--- src/rtl/rf_wb_pkg.sv ---
// Shared types and load-extension helper for the RV32 writeback stage.
// Optional forwarding is enabled by defining WB_FWD_EN.
package rf_wb_pkg;

  localparam int unsigned WB_XLEN = 32;

  localparam logic [2:0] LB  = 3'b000;
  localparam logic [2:0] LH  = 3'b001;
  localparam logic [2:0] LW  = 3'b010;
  localparam logic [2:0] LBU = 3'b100;
  localparam logic [2:0] LHU = 3'b101;

  typedef struct packed {
    logic [4:0]         rd;
    logic [WB_XLEN-1:0] data;
  } wb_entry_t;

  // Illegal funct3 encodings fall through to the full-word case.
  function automatic logic [WB_XLEN-1:0] load_extend(input logic [WB_XLEN-1:0] data,
                                                     input logic [2:0]         funct3,
                                                     input logic [1:0]         off);
    logic [7:0]  b;
    logic [15:0] h;
    b = data[{off, 3'b000} +: 8];
    h = off[1] ? data[31:16] : data[15:0];
    case (funct3)
      LB:      return {{(WB_XLEN-8){b[7]}}, b};
      LH:      return {{(WB_XLEN-16){h[15]}}, h};
      LBU:     return {{(WB_XLEN-8){1'b0}}, b};
      LHU:     return {{(WB_XLEN-16){1'b0}}, h};
      default: return data;
    endcase
  endfunction

endpackage

--- src/rtl/rf_wb_stage_fifo.sv ---
// In-order circular buffer of pending writeback results: 0-2 pushes, 0-1 pop per cycle.
// With WB_FWD_EN defined the storage and read pointer are exposed for forwarding.
module wb_fifo
  import rf_wb_pkg::*;
#(
  parameter  int unsigned DEPTH = 4,
  localparam int unsigned PW    = $clog2(DEPTH),
  localparam int unsigned CW    = $clog2(DEPTH + 1)
) (
  input  logic              clk,
  input  logic              rst_n,
  input  logic              push0,
  input  wb_entry_t         push0_data,
  input  logic              push1,
  input  wb_entry_t         push1_data,
  input  logic              pop,
  output logic [CW-1:0]     count,
  output wb_entry_t         head
`ifdef WB_FWD_EN
  ,
  output logic [PW-1:0]     rd_ptr,
  output wb_entry_t         entries [DEPTH]
`endif
);

  wb_entry_t     mem_q [DEPTH];
  logic [PW-1:0] wr_q, wr_d, wr_second, rd_q;
  logic [CW-1:0] count_q;

  function automatic logic [PW-1:0] ptr_inc(input logic [PW-1:0] p);
    return (p == PW'(DEPTH - 1)) ? '0 : p + 1'b1;
  endfunction

  always_comb begin
    wr_d      = wr_q;
    wr_second = push0 ? ptr_inc(wr_q) : wr_q;
    if (push0) wr_d = ptr_inc(wr_d);
    if (push1) wr_d = ptr_inc(wr_d);
  end

  always_ff @(posedge clk or negedge rst_n) begin
    if (!rst_n) begin
      wr_q    <= '0;
      rd_q    <= '0;
      count_q <= '0;
      for (int unsigned i = 0; i < DEPTH; i++) mem_q[i] <= '0;
    end else begin
      if (push0) mem_q[wr_q] <= push0_data;
      if (push1) mem_q[wr_second] <= push1_data;
      wr_q    <= wr_d;
      rd_q    <= pop ? ptr_inc(rd_q) : rd_q;
      count_q <= count_q - CW'(pop) + CW'(push0) + CW'(push1);
    end
  end

  assign count = count_q;
  assign head  = mem_q[rd_q];

`ifdef WB_FWD_EN
  assign rd_ptr  = rd_q;
  assign entries = mem_q;
`endif

endmodule

--- src/rtl/rf_wb_stage.sv ---
// Writeback stage: merges ALU and load results onto the single register-file write port.
// Define WB_FWD_EN to add the two combinational forwarding read ports.
module rf_wb_stage
  import rf_wb_pkg::*;
#(
  parameter int unsigned DEPTH = 4,
  parameter int unsigned XLEN  = 32
) (
  input  logic            clk,
  input  logic            rst_n,
  input  logic            alu_valid,
  output logic            alu_ready,
  input  logic [4:0]      alu_rd,
  input  logic [XLEN-1:0] alu_data,
  input  logic            lsu_valid,
  output logic            lsu_ready,
  input  logic [4:0]      lsu_rd,
  input  logic [XLEN-1:0] lsu_data,
  input  logic [2:0]      lsu_funct3,
  input  logic [1:0]      lsu_off,
  output logic            we,
  output logic [4:0]      write_addr,
  output logic [XLEN-1:0] din
`ifdef WB_FWD_EN
  ,
  input  logic [4:0]      rs_addr0,
  input  logic [4:0]      rs_addr1,
  output logic            fwd_hit0,
  output logic            fwd_hit1,
  output logic [XLEN-1:0] fwd_data0,
  output logic [XLEN-1:0] fwd_data1
`endif
);

  localparam int unsigned PW = $clog2(DEPTH);
  localparam int unsigned CW = $clog2(DEPTH + 1);

  logic [CW-1:0]   count;
  wb_entry_t       head, lsu_ent, alu_ent, push0_data, push1_data, sel;
  logic            push0, push1, pop, sel_valid, lsu_cand, alu_cand;
  logic            we_q;
  logic [4:0]      addr_q;
  logic [XLEN-1:0] din_q;

  // Two free slots guarantee that any pair of same-cycle acceptances fits.
  assign alu_ready = (count <= CW'(DEPTH - 2));
  assign lsu_ready = alu_ready;

  // rd==0 results are handshaken but dropped here.
  assign lsu_cand = lsu_valid && lsu_ready && (lsu_rd != 5'd0);
  assign alu_cand = alu_valid && alu_ready && (alu_rd != 5'd0);

  assign lsu_ent = '{rd: lsu_rd, data: load_extend(lsu_data, lsu_funct3, lsu_off)};
  assign alu_ent = '{rd: alu_rd, data: alu_data};

  // Priority FIFO head > LSU > ALU; leftovers go to the tail in the same order.
  always_comb begin
    sel        = lsu_ent;
    sel_valid  = 1'b0;
    pop        = 1'b0;
    push0      = 1'b0;
    push1      = 1'b0;
    push0_data = lsu_ent;
    push1_data = alu_ent;
    if (count != '0) begin
      sel       = head;
      sel_valid = 1'b1;
      pop       = 1'b1;
      if (lsu_cand) begin
        push0 = 1'b1;
        push1 = alu_cand;
      end else if (alu_cand) begin
        push0      = 1'b1;
        push0_data = alu_ent;
      end
    end else if (lsu_cand) begin
      sel        = lsu_ent;
      sel_valid  = 1'b1;
      push0      = alu_cand;
      push0_data = alu_ent;
    end else if (alu_cand) begin
      sel       = alu_ent;
      sel_valid = 1'b1;
    end
  end

  always_ff @(posedge clk or negedge rst_n) begin
    if (!rst_n) begin
      we_q   <= 1'b0;
      addr_q <= '0;
      din_q  <= '0;
    end else begin
      we_q <= sel_valid;
      if (sel_valid) begin
        addr_q <= sel.rd;
        din_q  <= sel.data;
      end
    end
  end

  assign we         = we_q;
  assign write_addr = addr_q;
  assign din        = din_q;

`ifdef WB_FWD_EN
  logic [PW-1:0] rd_ptr;
  wb_entry_t     entries [DEPTH];
  logic [4:0]    rs   [2];
  logic          hit  [2];
  logic [XLEN-1:0] fdata [2];
  logic [PW:0]   idx;

  wb_fifo #(
    .DEPTH(DEPTH)
  ) u_fifo (
    .clk       (clk),
    .rst_n     (rst_n),
    .push0     (push0),
    .push0_data(push0_data),
    .push1     (push1),
    .push1_data(push1_data),
    .pop       (pop),
    .count     (count),
    .head      (head),
    .rd_ptr    (rd_ptr),
    .entries   (entries)
  );

  assign rs[0] = rs_addr0;
  assign rs[1] = rs_addr1;

  // Walk oldest to youngest so the youngest match overrides earlier ones.
  always_comb begin
    idx = '0;
    for (int unsigned j = 0; j < 2; j++) begin
      hit[j]   = 1'b0;
      fdata[j] = '0;
      if (rs[j] != 5'd0) begin
        if (we_q && (addr_q == rs[j])) begin
          hit[j]   = 1'b1;
          fdata[j] = din_q;
        end
        for (int unsigned i = 0; i < DEPTH; i++) begin
          idx = {1'b0, rd_ptr} + (PW + 1)'(i);
          if (idx >= (PW + 1)'(DEPTH)) idx = idx - (PW + 1)'(DEPTH);
          if ((CW'(i) < count) && (entries[idx[PW-1:0]].rd == rs[j])) begin
            hit[j]   = 1'b1;
            fdata[j] = entries[idx[PW-1:0]].data;
          end
        end
      end
    end
  end

  assign fwd_hit0  = hit[0];
  assign fwd_hit1  = hit[1];
  assign fwd_data0 = fdata[0];
  assign fwd_data1 = fdata[1];
`else
  wb_fifo #(
    .DEPTH(DEPTH)
  ) u_fifo (
    .clk       (clk),
    .rst_n     (rst_n),
    .push0     (push0),
    .push0_data(push0_data),
    .push1     (push1),
    .push1_data(push1_data),
    .pop       (pop),
    .count     (count),
    .head      (head)
  );
`endif

endmodule

--- config.mk ---
export PLATFORM = sky130hd
export DESIGN_NAME = rf_wb_stage
export DESIGN_NICKNAME = d
export VERILOG_FILES = /design/src/rtl/rf_wb_pkg.sv /design/src/rtl/rf_wb_stage_fifo.sv /design/src/rtl/rf_wb_stage.sv
export SDC_FILE = /design/constraint.sdc
export NUM_CORES = 1
export LEC_CHECK = 0
export CORE_MARGIN = 3
export CORE_UTILIZATION = 49
export DETAILED_ROUTE_END_ITERATION = 7
export DONT_BUFFER_PORTS = 1
export SETUP_SLACK_MARGIN = 0.1
export SYNTH_ARGS = -nofsm -noshare
export SYNTH_HDL_FRONTEND = slang
export SYNTH_SLANG_ARGS = --single-unit
--- constraint.sdc ---
create_clock -name clk -period 10.08 [get_ports clk]
set_input_delay 2.016 -clock clk [delete_from_list [all_inputs] [get_ports clk]]
set_output_delay 2.016 -clock clk [all_outputs]
set_load 0.02 [all_outputs]
==> key figures <==
Setup path
  – Crit path launch type: input pin
  – Crit end category: flop
  – Stages on worst setup path: 10
  – Setup CP Type: in -> reg
  – FF-to-FF path depth: 12
  – Crit path buf inv count: 2
  – Critical path's largest stage delay: 0.60 ns
  – CP cell instances: or4_1, o21ai_2, a22oi_1, mux2i_1, inv_1, ha_1, and2_1, nand2b_1, buf_4, o221a_2
  – WP data required: 10.40 ns
  – Critical path's slowest cell: or4_1
  – Max Fanout on Critical Path: 19
  – Worst EP arrival: roughly 5.7 ns
  – Delay-heaviest family, CP: simple AND/OR/NAND/NOR gates

STA
  – Final Slew Violations: 0
  – Slew @ Worst Pin: 1.10 ns
  – Final Hold Vio Count: 0
  – Rel. slew slack: 26.4%
  – Hold WS: 0.518 ns
  – Clock skew: 0.0157 ns
  – Final setup TNS: 0 ns
  – Final Critical Period: between 5 and 6 ns
  – Fin crit share: 53.0%
  – Worst setup margin: about 4.7 ns
  – Max Freq: 187 MHz
  – Unrepaired setup endpoints after global routing: no
  – Final setup fails: 0

Job
  – Max cap viols: 0

Drt
  – ANT nets after route: 0
  – DRC Markers: 0
  – DR vias: approximately 9000
  – Detailed Route WL: 36.5 mm
  – 1st-iter DRT viols: around 1000
  – Via density: 7.28
  – DR pass1 iterations: 7
  – WL/cell: 29.7 microns

Yosys
  – Synthesized area per cell: between 10 and 15 sq um
  – Primary FF master, synth: dfrtp_1
  – Number of enable flip-flop cells after synthesis: 0
  – Yosys Warn Count: 0
  – Synthesized area: 10500 sq um
  – Synth Register Bits: 193
  – Yosys cell types: 52
  – Syn Inst Count: 994
  – Asr flop ratio synth: between 90% and 100%
  – Post-Syn Nets: between 1000 and 1500
  – Seq/Total Area, Yosys: 46.1%

Power
  – Combinational share of power: 43.0%
  – Maximum vdd drop: roughly 0.18 mV
  – P_leak: ~0.0043 uW
  – Sequential share of power: 39.5%
  – Pwr Density: roughly 350 nW/um^2
  – Switch Pwr: between 1500 and 2000 uW
  – Internal power: 2370 uW
  – Switch share: between 40 and 50%
  – Clk pwr share: 17.5%

CTS
  – Number of post-CTS setup repair buffers: 0
  – Max clock buf depth: 2
  – Inserted Clock Buffers: 17
  – # clock sinks: 193
  – TritonCTS clock tree: done
  – Root buf cell: clkbuf_16
  – CTS H-Tree Depth: 4
  – Post_cts resized: 0
  – CTS clk-pin slew, worst paths: about 0.09 ns
  – Hold buffers post-CTS: 0
  – Worst-Skew Late Latency: 0.44 ns

Place
  – Final HPWL DP: 22.3 mm
  – GPL Wtd Cong: ~0.88
  – Port Buffers: 0
  – Dpl ws: between 4 and 5 ns

Hold path
  – HP Class: reg -> reg
  – WHS Path Cells: 1

Die
  – I/O Pins: approximately 120
  – Chip width: roughly 150 microns
  – Row count: 52
  – Starting Density: just over 50%
  – Overall die height: 152 microns
  – Die area: 23200 sq um
  – Floorplan core area: between 20000 and 25000 sq um

Cells and area
  – Diode count: 0
  – Layout area overhead: 7.24%
  – Reg area: 4830 sq um
  – Most frequent cells in the layout: dfrtp_1 (192), nand2_1 (115), o221a_2 (108), nor2_1 (93), a21oi_1 (78)
  – Layout cells sized above 1: a little under a quarter
  – Multi-input logic area: 5290 sq um
  – Fin nets: around 1000
  – Fill cells: 1755
  – Commonest non-fill, non-tap cell in the layout: dfrtp_1

GRT
  – Largest net degree at the start of global routing: about 190
  – Vias in the first global route: 9267
  – Initial antenna violation count: 0
  – First-pass GRT wire length: 56.4 mm
  – Overflow after GRT: 0
  – GR Util All Layers: 31.1%

Outcome
  – Status: complete, no violations
[cell type report]
type | instances | share of cell area [%]
Tap cell | 270 | 3.00
Clock inverter | 14 | 1.29
Timing Repair Buffer | 21 | 1.40
Sequential cell | 193 | 43.0
Inverter | 15 | 0.501
Multi-Input combinational cell | 700 | 47.0
Clock buffer | 18 | 3.82
[kinds of logic (layout without fill, tap and decap cells)]
family	after synthesis	count (layout)	synth area share, %
xor+xnor	2	2	0.167
flops	193	193	46.1
simple gates	293	293	12.2
buf+inv	101	68	4.03
mux	50	50	9.32
compound gates	342	342	26.6
fa+ha+maj	13	13	1.68
[registers in the layout, summed over array words and instances, names as in the netlist]
register      cells
we                1
u_fifo.mem_q    148
din              32
write_addr        5
u_fifo.wr_q       2
u_fifo.rd_q       2
u_fifo.count      3
[metal layers]
layer  track usage [%]  wire length, microns  vias up  share of wire (%)
li1                  -                     -     3753                  -
met1              41.1                 14700     4553                 40
met2              49.5                 17000      575                 46
met3              8.35                  3720       86                 10
met4              11.8                  1160        0                3.2
met5                 0                     0        -                  0
[through the flow]
stage	cell area (sq um)	power [uW]	cells	util, %
2_1_floorplan	10500	2780	994	-
3_3_place_gp	10700	3170	1199	51.7
3_5_place_dp	10700	3240	1199	51.7
4_1_cts	11200	3930	1231	54.5
5_1_grt	11200	4160	1231	54.5
6_report	11200	3950	1231	54.5
[power groups by stage]
stage          combinational [uW]  sequential [uW]  clock [uW]
6_report                     1700             1560         690
4_1_cts                      1690             1550         693
3_3_place_gp                 1630             1550           0
2_1_floorplan                1340             1430           0
5_1_grt                      1840             1600         725
3_5_place_dp                 1680             1560           0
[worst paths after layout]
check,startpoint,endpoint,slack (ns)
worst min-delay path,u_fifo.mem_q[19],u_fifo.mem_q[19],0.52
max in group asynchronous,rst_n,u_fifo.mem_q[64],8.32
min in group asynchronous,rst_n,we,1.26
worst max register to register,u_fifo.count[1],u_fifo.mem_q[40],5.79
worst min register to register,u_fifo.mem_q[19],u_fifo.mem_q[19],0.52
worst max-delay path,lsu_rd[3],u_fifo.mem_q[40],4.74
[synth_stat cells, types with 3 or more instances]
cell / count / area, sq um
a22o_1: 3 / 26.3
buf_2: 20 / 100
nor2b_1: 9 / 56.3
inv_1: 15 / 56.3
and2_1: 5 / 31.3
buf_1: 10 / 37.5
ha_1: 10 / 125
o221a_2: 108 / 1220
a21o_1: 8 / 60.1
a221o_1: 25 / 250
mux4_2: 38 / 856
a21oi_2: 3 / 26.3
dfrtp_1: 193 / 4830
nor2_1: 93 / 349
clkbuf_1: 53 / 199
a22oi_1: 20 / 150
a21oi_1: 81 / 405
a211oi_1: 16 / 120
nand3_1: 6 / 30.0
a221oi_1: 8 / 70.1
o21ai_0: 5 / 25.0
or3_1: 7 / 43.8
nor3_1: 35 / 175
nand2_1: 115 / 432
mux2i_1: 11 / 110
nand2b_1: 13 / 81.3
o21a_1: 7 / 52.6
o22ai_1: 49 / 307
Note: power is estimated with default switching activity, not from simulation.
